**src/rtl/valu_issue_pkg.sv**
```systemverilog
// Shared types, sizes and helpers for the vector ALU issue/writeback front end.
// Contents: lane geometry, bus payload typedefs, FSM state enum, result-buffer
// entry struct, and the per-lane pixel clamp function.
package valu_pkg;

   localparam int unsigned LANES = 3;
   localparam int unsigned W     = 18;
   localparam int unsigned OPW   = 3;
   localparam int unsigned TAGW  = 4;
   localparam int unsigned PIXW  = 8;
   localparam int unsigned CNTW  = 3;

   typedef logic [LANES-1:0][W-1:0]    vec_t;
   typedef logic [3:0]                 flags_t;
   typedef logic [OPW-1:0]             op_t;
   typedef logic [TAGW-1:0]            tag_t;
   typedef logic [LANES-1:0][PIXW-1:0] pixvec_t;

   typedef enum logic {
      IDLE = 1'b0,
      EXEC = 1'b1
   } state_t;

   typedef struct packed {
      vec_t   data;
      flags_t flags;
      tag_t   tag;
   } res_entry_t;

   // Signed lane to 0..255: negative -> 0, any bit above 7 set -> 255.
   function automatic logic [PIXW-1:0] clamp_pixel(input logic [W-1:0] lane);
      logic [PIXW-1:0] pix;
      if (lane[W-1]) begin
         pix = '0;
      end else if (|lane[W-2:PIXW]) begin
         pix = '1;
      end else begin
         pix = lane[PIXW-1:0];
      end
      return pix;
   endfunction

endpackage

```
**src/rtl/valu_issue_if.sv**
```systemverilog
// Bus interfaces of the vector ALU issue block.
//   valu_cmd_if : command port (valid/ready, operands, opcode, tag); slave = issue block
//   valu_alu_if : registered operands/opcode out, combinational result/flags back; master = issue block
//   valu_res_if : writeback port (valid/ready, data, pixels, flags, tag); master = issue block
interface valu_cmd_if;
   import valu_pkg::*;
   logic cmd_valid;
   logic cmd_ready;
   vec_t cmd_a;
   vec_t cmd_b;
   op_t  cmd_op;
   tag_t cmd_tag;

   modport master (output cmd_valid, cmd_a, cmd_b, cmd_op, cmd_tag, input cmd_ready);
   modport slave  (input cmd_valid, cmd_a, cmd_b, cmd_op, cmd_tag, output cmd_ready);
endinterface

interface valu_alu_if;
   import valu_pkg::*;
   vec_t   alu_a;
   vec_t   alu_b;
   op_t    alu_op;
   vec_t   alu_result;
   flags_t alu_flags;

   modport master (output alu_a, alu_b, alu_op, input alu_result, alu_flags);
   modport slave  (input alu_a, alu_b, alu_op, output alu_result, alu_flags);
endinterface

interface valu_res_if;
   import valu_pkg::*;
   logic    res_valid;
   logic    res_ready;
   vec_t    res_data;
   pixvec_t res_pixel;
   flags_t  res_flags;
   tag_t    res_tag;

   modport master (output res_valid, res_data, res_pixel, res_flags, res_tag, input res_ready);
   modport slave  (input res_valid, res_data, res_pixel, res_flags, res_tag, output res_ready);
endinterface

```
**src/rtl/valu_issue_result_fifo.sv**
```systemverilog
// Two-entry result buffer holding {data, flags, tag}; 1-bit wrapping pointers.
// Ports: clk, reset (sync, active-low), i_push/i_data write side, i_pop/o_head
// read side, o_count/o_full/o_empty occupancy.
module valu_result_fifo
   import valu_pkg::*;
(
   input  logic       clk,
   input  logic       reset,
   input  logic       i_push,
   input  res_entry_t i_data,
   input  logic       i_pop,
   output res_entry_t o_head,
   output logic [1:0] o_count,
   output logic       o_full,
   output logic       o_empty
);

   res_entry_t r_mem [2];
   logic       r_wr_ptr;
   logic       r_rd_ptr;
   logic [1:0] r_count;
   logic       w_push;
   logic       w_pop;

   assign w_push = i_push && (r_count != 2'd2);
   assign w_pop  = i_pop  && (r_count != 2'd0);

   // Storage is cleared on reset so the head reads zero while empty after reset.
   always_ff @(posedge clk) begin
      if (!reset) begin
         r_mem[0] <= '0;
         r_mem[1] <= '0;
         r_wr_ptr <= 1'b0;
         r_rd_ptr <= 1'b0;
         r_count  <= 2'd0;
      end else begin
         if (w_push) begin
            r_mem[r_wr_ptr] <= i_data;
            r_wr_ptr        <= ~r_wr_ptr;
         end
         if (w_pop) begin
            r_rd_ptr <= ~r_rd_ptr;
         end
         case ({w_push, w_pop})
            2'b10:   r_count <= r_count + 2'd1;
            2'b01:   r_count <= r_count - 2'd1;
            default: r_count <= r_count;
         endcase
      end
   end

   assign o_head  = r_mem[r_rd_ptr];
   assign o_count = r_count;
   assign o_full  = (r_count == 2'd2);
   assign o_empty = (r_count == 2'd0);

endmodule

```
**src/rtl/valu_issue.sv**
```systemverilog
// Issue/writeback front end for the 3-lane x 18-bit vector ALU.
// Ports: clk, reset (sync, active-low); cmd (command valid/ready slave);
// alu (registered operands out, result/flags in); res (writeback valid/ready
// master with raw data, clamped pixels, flags, tag); busy (op in flight or
// buffer non-empty). SETTLE = cycles from operand load to result sampling (1..7).
module valu_issue
   import valu_pkg::*;
#(
   parameter int unsigned SETTLE = 1
) (
   input  logic       clk,
   input  logic       reset,
   valu_cmd_if.slave  cmd,
   valu_alu_if.master alu,
   valu_res_if.master res,
   output logic       busy
);

   state_t          r_state;
   state_t          w_next_state;
   logic [CNTW-1:0] r_settle;
   logic            r_live;
   vec_t            r_alu_a;
   vec_t            r_alu_b;
   op_t             r_alu_op;
   tag_t            r_tag;

   logic            w_ready;
   logic            w_accept;
   logic            w_sample;
   logic            w_pop;
   res_entry_t      w_push_data;
   res_entry_t      w_head;
   logic [1:0]      w_count;
   logic            w_full;
   logic            w_empty;

   // State register
   always_ff @(posedge clk) begin
      if (!reset) begin
         r_state <= IDLE;
      end else begin
         r_state <= w_next_state;
      end
   end

   // Next state: leave EXEC on the sampling edge
   always_comb begin
      w_next_state = r_state;
      case (r_state)
         IDLE:    if (w_accept) w_next_state = EXEC;
         EXEC:    if (r_settle == '0) w_next_state = IDLE;
         default: w_next_state = IDLE;
      endcase
   end

   // FSM outputs; r_live keeps cmd_ready low while reset is held
   always_comb begin
      w_ready  = 1'b0;
      w_accept = 1'b0;
      w_sample = 1'b0;
      case (r_state)
         IDLE: begin
            w_ready  = r_live && !w_full;
            w_accept = cmd.cmd_valid && w_ready;
         end
         EXEC: begin
            w_sample = (r_settle == '0);
         end
         default: ;
      endcase
   end

   // Settle counter and operand registers
   always_ff @(posedge clk) begin
      if (!reset) begin
         r_live   <= 1'b0;
         r_settle <= '0;
         r_alu_a  <= '0;
         r_alu_b  <= '0;
         r_alu_op <= '0;
         r_tag    <= '0;
      end else begin
         r_live <= 1'b1;
         if (w_accept) begin
            r_settle <= CNTW'(SETTLE - 1);
            r_alu_a  <= cmd.cmd_a;
            r_alu_b  <= cmd.cmd_b;
            r_alu_op <= cmd.cmd_op;
            r_tag    <= cmd.cmd_tag;
         end else if ((r_state == EXEC) && (r_settle != '0)) begin
            r_settle <= r_settle - CNTW'(1);
         end
      end
   end

   assign cmd.cmd_ready = w_ready;
   assign alu.alu_a     = r_alu_a;
   assign alu.alu_b     = r_alu_b;
   assign alu.alu_op    = r_alu_op;

   assign w_push_data.data  = alu.alu_result;
   assign w_push_data.flags = alu.alu_flags;
   assign w_push_data.tag   = r_tag;
   assign w_pop             = res.res_ready && !w_empty;

   valu_result_fifo u_fifo (
      .clk     (clk),
      .reset   (reset),
      .i_push  (w_sample),
      .i_data  (w_push_data),
      .i_pop   (w_pop),
      .o_head  (w_head),
      .o_count (w_count),
      .o_full  (w_full),
      .o_empty (w_empty)
   );

   assign res.res_valid = !w_empty;
   assign res.res_data  = w_head.data;
   assign res.res_flags = w_head.flags;
   assign res.res_tag   = w_head.tag;

   // Per-lane pixel view of the head entry
   always_comb begin
      res.res_pixel = '0;
      for (int unsigned i = 0; i < LANES; i++) begin
         res.res_pixel[i] = clamp_pixel(w_head.data[i]);
      end
   end

   assign busy = (r_state != IDLE) || (w_count != 2'd0);

endmodule

```
**src/flat_wrapper.sv**
```systemverilog
// flat-port wrapper written by rule: the top's interface ports become plain ports
module valu_issue_flat import valu_pkg::*;
#(
   parameter int unsigned SETTLE = 1
)
  (clk, reset, busy, cmd_cmd_valid, cmd_cmd_a, cmd_cmd_b, cmd_cmd_op, cmd_cmd_tag, cmd_cmd_ready, alu_alu_a, alu_alu_b, alu_alu_op, alu_alu_result, alu_alu_flags, res_res_valid, res_res_data, res_res_pixel, res_res_flags, res_res_tag, res_res_ready);
  valu_cmd_if cmd_i ();
  valu_alu_if alu_i ();
  valu_res_if res_i ();
  input  logic clk;
  input  logic reset;
  output logic busy;
  input wire logic [$bits(cmd_i.cmd_valid)-1:0] cmd_cmd_valid;
  input wire logic [$bits(cmd_i.cmd_a)-1:0] cmd_cmd_a;
  input wire logic [$bits(cmd_i.cmd_b)-1:0] cmd_cmd_b;
  input wire logic [$bits(cmd_i.cmd_op)-1:0] cmd_cmd_op;
  input wire logic [$bits(cmd_i.cmd_tag)-1:0] cmd_cmd_tag;
  output wire logic [$bits(cmd_i.cmd_ready)-1:0] cmd_cmd_ready;
  output wire logic [$bits(alu_i.alu_a)-1:0] alu_alu_a;
  output wire logic [$bits(alu_i.alu_b)-1:0] alu_alu_b;
  output wire logic [$bits(alu_i.alu_op)-1:0] alu_alu_op;
  input wire logic [$bits(alu_i.alu_result)-1:0] alu_alu_result;
  input wire logic [$bits(alu_i.alu_flags)-1:0] alu_alu_flags;
  output wire logic [$bits(res_i.res_valid)-1:0] res_res_valid;
  output wire logic [$bits(res_i.res_data)-1:0] res_res_data;
  output wire logic [$bits(res_i.res_pixel)-1:0] res_res_pixel;
  output wire logic [$bits(res_i.res_flags)-1:0] res_res_flags;
  output wire logic [$bits(res_i.res_tag)-1:0] res_res_tag;
  input wire logic [$bits(res_i.res_ready)-1:0] res_res_ready;
  assign cmd_i.cmd_valid = cmd_cmd_valid;
  assign cmd_i.cmd_a = cmd_cmd_a;
  assign cmd_i.cmd_b = cmd_cmd_b;
  assign cmd_i.cmd_op = cmd_cmd_op;
  assign cmd_i.cmd_tag = cmd_cmd_tag;
  assign cmd_cmd_ready = cmd_i.cmd_ready;
  assign alu_alu_a = alu_i.alu_a;
  assign alu_alu_b = alu_i.alu_b;
  assign alu_alu_op = alu_i.alu_op;
  assign alu_i.alu_result = alu_alu_result;
  assign alu_i.alu_flags = alu_alu_flags;
  assign res_res_valid = res_i.res_valid;
  assign res_res_data = res_i.res_data;
  assign res_res_pixel = res_i.res_pixel;
  assign res_res_flags = res_i.res_flags;
  assign res_res_tag = res_i.res_tag;
  assign res_i.res_ready = res_res_ready;
  valu_issue #(.SETTLE(SETTLE)) u_core (.clk(clk), .reset(reset), .cmd(cmd_i), .alu(alu_i), .res(res_i), .busy(busy));
endmodule
```
**config.mk**
```make
export PLATFORM = sky130hd
export DESIGN_NAME = valu_issue_flat
export DESIGN_NICKNAME = d
export VERILOG_FILES = /design/src/rtl/valu_issue_pkg.sv /design/src/rtl/valu_issue_if.sv /design/src/rtl/valu_issue_result_fifo.sv /design/src/rtl/valu_issue.sv /design/src/flat_wrapper.sv
export SDC_FILE = /design/constraint.sdc
export NUM_CORES = 1
export LEC_CHECK = 0
export ABC_AREA = 1
export CAP_MARGIN = 0
export CORE_ASPECT_RATIO = 1.4
export CORE_MARGIN = 5
export CORE_UTILIZATION = 41
export CTS_CLUSTER_SIZE = 40
export DETAILED_ROUTE_END_ITERATION = 7
export GPL_TIMING_DRIVEN = 0
export HOLD_SLACK_MARGIN = 0.1
export PLACE_DENSITY = 0.8
export SLEW_MARGIN = 20
export SYNTH_ARGS = -nofsm -noshare
export SYNTH_HDL_FRONTEND = slang
export SYNTH_SLANG_ARGS = --single-unit
```
**constraint.sdc**
```tcl
create_clock -name clk -period 2.7 [get_ports clk]
set_input_delay 0.54 -clock clk [delete_from_list [all_inputs] [get_ports clk]]
set_output_delay 0.54 -clock clk [all_outputs]
set_load 0.03 [all_outputs]
```
==> flow_metrics.tcl, run 1 <==
set metrics [dict create \
    status "finished clean" \
    start_util_pct 41.34 \
    wl_per_cell_um 17.35 \
    grt_max_degree 41 \
    critPathCaptureType "primary output" \
    power_mw 10.07 \
    post-place-cells 1911 \
    first_iter_violations 548 \
    dp_hpwl_mm 24.80 \
    synth_area_sq_mm 0.01042 \
    fin_setup_tns_ns 0 \
    crit_type "register to primary output" \
    cts-root-buf "clkbuf_16" \
    cts_sinks 249 \
    finalCriticalPeriod_ns 2.680 \
    crit_required_ns 2.16 \
    io_buffers 376 \
    holdCritStartpoint "u_core.alu.alu_a[12]" \
    dr.pass1.iters 8 \
    grt_pass1_wl_mm 50.65 \
    clockBufferDepth 3 \
    cts_tree "done" \
    clkLatencyLatePin_ns 0.52 \
    ys_types 26 \
    wl_mm 34.03 \
    hold_viol 0 \
    die_width_um 144.7 \
    nets 1805 \
    place_congestion 0.8245 \
    die_h_um 198.6 \
    vias 9591 \
    design_area_sq_mm 0.01569 \
    core_area_sq_mm 0.02521 \
    worstPathMaxFanout 8 \
    final_cells 1961 \
    syn_nets 1394 \
    rows 69 \
    cts_hold_buf 0 \
    ys_warn_count 0 \
    rsz0062_at_grt "yes" \
    clk_pin_slew_ns 0.06 \
    powerDensity_mw_per_mm2 641.9 \
    multi_input_area_sq_mm 0.003455 \
    max_cap_violations 0 \
    die_area_sq_mm 0.02875 \
    avgSynthCellArea_sq_um 8.584 \
    num_antenna_cells 0 \
    regArea_sq_mm 0.006227 \
    max_freq_mhz 373.2 \
    route.detailed.drc 0 \
    fillerInstances 2035 \
    syn_to_final_growth_pct 50.58 \
    critPathLaunchType "register" \
    worstHoldPathType "register to register" \
    ys_seq_area_share_pct 59.74 \
    ios 377 \
    power_leakage_nw 6.640 \
    gr-total-overflow 0 \
    yosys_register_bits 249 \
    first_global_vias 9712 \
    groute.usage.overall_pct 22.35 \
    htreeDepth 1 \
    layout_setup_ws_ns 0.02022 \
    min_period_over_period_pct 99.25 \
    slew_viol_final 0 \
    pre_cts_slack_ns -0.2530 \
    numCtsBuffers 24 \
    synth_cells 1214 \
    antenna_left 0 \
    routed_via_density 4.891 \
    finalSetupViolations 0 \
    worst_pin_slew_ns 0.8583 \
    r2r-start "u_core.r_settle[0]" \
    drive_gt1_share_pct 11.33 \
    ir_drop_v 0.0004945 \
    antenna_found_initial 2 \
    fin_skew_ns 0.01308 \
    max_slew_margin_pct 42.78 \
    critPathArrivalTime_ns 2.14 \
    postPlaceCellArea_sq_mm 0.01464 \
]
-- timing repair --
item,in CTS,in global routing
gates resized for setup,198,75
pin swaps,5,16
setup buffers,3,2
setup endpoints to repair,72,53
endpoints found under the hold margin,0,0
gates cloned,0,2
-- worst paths after layout --
| check | depth (start not counted) | endpoint | slack (ns) |
|---|---|---|---|
| worst max-delay path | 7 | res_res_data[51] | 0.02 |
| worst min-delay path | 2 | u_core.alu.alu_a[12] | 0.46 |
| worst min register to register | 2 | u_core.alu.alu_a[12] | 0.46 |
| worst max register to register | 8 | u_core.u_fifo.r_mem[1][6] | 0.45 |
-- metal layers --
metal | GRT usage (%) | routed length, um | vias up
met3 | 7.167 | 3547 | 58
met2 | 42.29 | 18010 | 409
met5 | 0 | 27 | -
met4 | 6.706 | 962 | 4
li1 | - | - | 4670
met1 | 23.04 | 11480 | 4450
-- cells in the mapped netlist --
library cell / instances / area, sq um
clkinv_1: 1 / 3.750
buf_2: 24 / 120.1
ha_1: 3 / 37.54
nor4_1: 1 / 6.260
nor2_2: 2 / 12.51
edfxtp_1: 124 / 3724
inv_1: 123 / 461.7
clkbuf_1: 26 / 97.59
inv_4: 1 / 6.260
dfxtp_1: 125 / 2502
nand2_1: 319 / 1197
nand2_2: 3 / 18.77
nand4_2: 1 / 12.51
inv_2: 1 / 3.750
o21ai_0: 6 / 30.03
nor2_1: 184 / 690.7
nand3_1: 113 / 565.5
nor3_1: 2 / 10.01
nor2_4: 1 / 11.26
nand2_4: 1 / 11.26
a21oi_1: 123 / 615.6
nand3_2: 3 / 30.03
buf_4: 9 / 67.56
buf_6: 15 / 168.9
or2_2: 2 / 12.51
buf_1: 1 / 3.750
-- cell families (layout without fill, tap and decap cells) --
| family | count (synthesis) | in the layout | share of synthesized area [%] |
|---|---|---|---|
| adders and majority gates | 3 | 3 | 0.3602 |
| DFF | 249 | 249 | 59.74 |
| and+or+nand+nor | 632 | 632 | 24.74 |
| AOI/OAI and AO/OA | 129 | 129 | 6.195 |
| buffers and inverters | 201 | 629 | 8.957 |
-- layout make-up --
cell class / instances / area share, %
buffer: 75 / 3.381
clock buffer: 28 / 4.058
clock inverter: 15 / 1.228
inverter: 126 / 3.094
multi-input combinational: 764 / 22.01
sequential: 249 / 39.68
tap: 319 / 2.543
timing repair buffer: 385 / 24.00
-- stage by stage --
step | utilization (%) | hold WS (ns)
floorplan | - | 0.4260
global placement | 57.87 | 0.4369
detailed placement | 58.07 | 0.4434
CTS | 61.40 | 0.4609
global route | 62.25 | 0.4766
finish | 62.25 | 0.4586
-- worst max-delay path: stages (launching register included) --
cell	delay (ns)
dfxtp_2	0.33
buf_8	0.14
clkinv_8	0.09
buf_4	0.15
nand2_1	0.06
nand2_1	0.11
inv_1	0.07
clkdlybuf4s50_1	0.67
-- cell usage in the layout, fill, tap and decap left out, drive strengths merged, types with 59 or more instances in the layout --
master         instances
a21oi                123
buf                   79
clkbuf                59
clkdlybuf4s50        307
dfxtp                125
edfxtp               124
inv                  125
nand2                323
nand3                116
nor2                 187
-- where the power goes --
group	internal [mW]	switching, mW	leakage, nW
logic	0.900	1.40	3.93
registers	4.16	0.0808	2.30
clock network	2.08	1.46	0.402
total	7.14	2.93	6.64
-- flip-flops by register name (all words and copies together) (netlist names), named ones only --
name and count:
u_core.alu.alu_a 54, u_core.alu.alu_b 54, u_core.alu.alu_op 3, u_core.r_live 1, u_core.r_settle 3, u_core.r_state 1, u_core.r_tag 4, u_core.u_fifo.o_count 2
u_core.u_fifo.r_mem 124, u_core.u_fifo.r_rd_ptr 1, u_core.u_fifo.r_wr_ptr 1
No activity file was read; power rests on OpenSTA's default activity.
==> run 2: changes to the inputs <==
--- a/config.mk
+++ b/config.mk
@@ -19,3 +19,4 @@
 export SYNTH_ARGS = -nofsm -noshare
 export SYNTH_HDL_FRONTEND = slang
 export SYNTH_SLANG_ARGS = --single-unit
+export TNS_END_PERCENT = 20
==> run 2 against run 1 <==
  * The run now ends with setup timing left
  * Clock skew fell by 0.0052 ns
  * Sequential power about the same
  * Critical path depth up 3
  * First-iteration DRC count shrank 17%
  * Worst hold slack got worse by 0.0015 ns
  * Non-clock buffer count fell by 1
  * Largest cell class unchanged
  * Total power up 0.45%
  * Sequential cell count unchanged
==> flow_metrics.tcl, run 2 (synthesis gave the netlist of run 1 again) <==
set metrics [dict create \
    mostFrequentLayoutCells "314 x clkdlybuf4s50_1, 311 x nand2_1, 170 x nor2_1, 125 x dfxtp_1, 124 x edfxtp_1" \
    crit_type "register to primary output" \
    dp_hpwl_mm 25.16 \
    r2r-start "u_core.r_settle[0]" \
    max_freq_mhz 369.4 \
    antenna_left 0 \
    fillerInstances 2083 \
    worstPathMaxFanout 10 \
    power_mw 10.12 \
    holdCritStartpoint "u_core.u_fifo.r_rd_ptr" \
    violations "setup timing" \
    intPower_mw 7.165 \
    start_util_pct 41.34 \
    groute.usage.overall_pct 22.47 \
    first_global_vias 9782 \
    ios 377 \
    worstHoldPathType "register to register" \
    powerDensity_mw_per_mm2 648.7 \
    clkLatencyLatePin_ns 0.51 \
    grt_pass1_wl_mm 51.07 \
    rsz0062_at_grt "yes" \
    cts_sinks 249 \
    antenna_found_initial 1 \
    ir_drop_v 0.0005560 \
    top_usage_layer "met2" \
    combPwrFrac_pct 22.3 \
    dr.pass1.iters 5 \
    first_iter_violations 455 \
    clockBufferDepth 3 \
    cts-root-buf "clkbuf_16" \
    cts_hold_buf 0 \
    max_slew_margin_pct 46.99 \
    worst_pin_slew_ns 0.7951 \
    die_width_um 144.7 \
    grt.met1_usage_pct 23.31 \
    pwr-share-clk_pct 35.8 \
    grtUsageMet2_pct 42.12 \
    routed_via_density 4.933 \
    p_seq_share_pct 41.9 \
    crit_path_frequent_cell "nand2_1" \
    slowest_delay_ns 0.32 \
    htreeDepth 1 \
    fin_setup_tns_ns -0.007835 \
    finalSetupViolations 2 \
    numCtsBuffers 25 \
    route.detailed.drc 0 \
    wl_mm 33.81 \
    power_leakage_nw 6.583 \
    p_sw_mw 2.954 \
    io_buffers 376 \
    final_common_cell "clkdlybuf4s50_1" \
    hold_viol 0 \
    cp_slowest_cell "dfxtp_1" \
    design_area_sq_mm 0.01560 \
    multi_input_area_sq_mm 0.003364 \
    place_congestion 0.7835 \
    wl_per_cell_um 17.23 \
    pre_cts_slack_ns -0.2317 \
    num_antenna_cells 0 \
    grt_max_degree 43 \
    critPathCaptureType "primary output" \
    crit_chain "buf_6 > buf_6 > nand2_1 > nand2_1 > nand2_1 > nor2_4 > nand3_4 > nor2_1 > nor2_1 > clkdlybuf4s15_2" \
    regArea_sq_mm 0.006226 \
    p_sw_share_pct 29.19 \
    nets 1805 \
    drive_gt1_share_pct 9.982 \
    crit_required_ns 2.16 \
    largest_register_ffs 124 \
    fin_skew_ns 0.007863 \
    die_area_sq_mm 0.02875 \
    finalCriticalPeriod_ns 2.707 \
    syn_to_final_growth_pct 49.68 \
    rows 69 \
    status "finished with violations" \
    layout_setup_ws_ns -0.006983 \
    die_h_um 198.6 \
    slew_viol_final 0 \
    regMostFlops "u_core.u_fifo.r_mem" \
    met3_usage_pct 7.071 \
    min_period_over_period_pct 100.3 \
    max_cap_violations 0 \
    cts_tree "done" \
    postLayoutCoreUtil_pct 61.88 \
    postPlaceCellArea_sq_mm 0.01465 \
    critPathLaunchType "register" \
    gr-total-overflow 0 \
    clk_pin_slew_ns 0.06 \
    vias 9679 \
    critPathArrivalTime_ns 2.17 \
    core_area_sq_mm 0.02521 \
]
[run 2: timing repair]
action | in CTS | in global routing
buffers inserted | 5 | 0
pin swaps | 5 | 0
gates resized for setup | 170 | 49
gates cloned | 1 | 0
endpoints found under the setup margin | 75 | 36
[run 2: power groups by stage]
stage	clock, mW	sequential, mW	combinational [mW]
2_1_floorplan	0	4.48	1.02
3_3_place_gp	0	4.31	2.22
3_5_place_dp	0	4.31	2.26
4_1_cts	3.69	4.23	2.27
5_1_grt	3.85	4.25	2.41
6_report	3.62	4.24	2.26
[run 2: path summary, 6_finish.rpt]
kind | to | slack, ns | cells after the start
max | res_res_pixel[15] | -0.007 | 10
min | register | 0.46 | 1
max reg2reg | u_core.u_fifo.r_mem[1][5] | 0.48 | 8
min reg2reg | register | 0.46 | 1
[run 2: final cells by class]
type                            count  share of cell area, %
Sequential cell                   249                  39.91
Timing Repair Buffer              384                  24.14
Multi-Input combinational cell    764                  21.57
Clock buffer                       28                  4.147
Buffer                             75                  3.249
Inverter                          126                  3.080
Tap cell                          319                  2.559
Clock inverter                     17                  1.348
[run 2: metal layers]
metal  part of all wire, %  up-vias
li1                      -     4691
met1                    34     4481
met2                    53      431
met3                    10       74
met4                   3.5        2
met5                 0.038        -
[run 2: worst max-delay path: cells and delay by family (launching register included)]
family	cells	cell delay, ns
buffers and inverters	3	0.59
flip-flops	1	0.32
AND/OR/NAND/NOR	7	0.74
[run 2: metrics by stage]
step	hold WS, ns	cells
3_5_place_dp	0.4509	1911
5_1_grt	0.4825	1962
2_1_floorplan	0.4258	1214
6_report	0.4571	1962
4_1_cts	0.4603	1962
3_3_place_gp	0.4367	1909
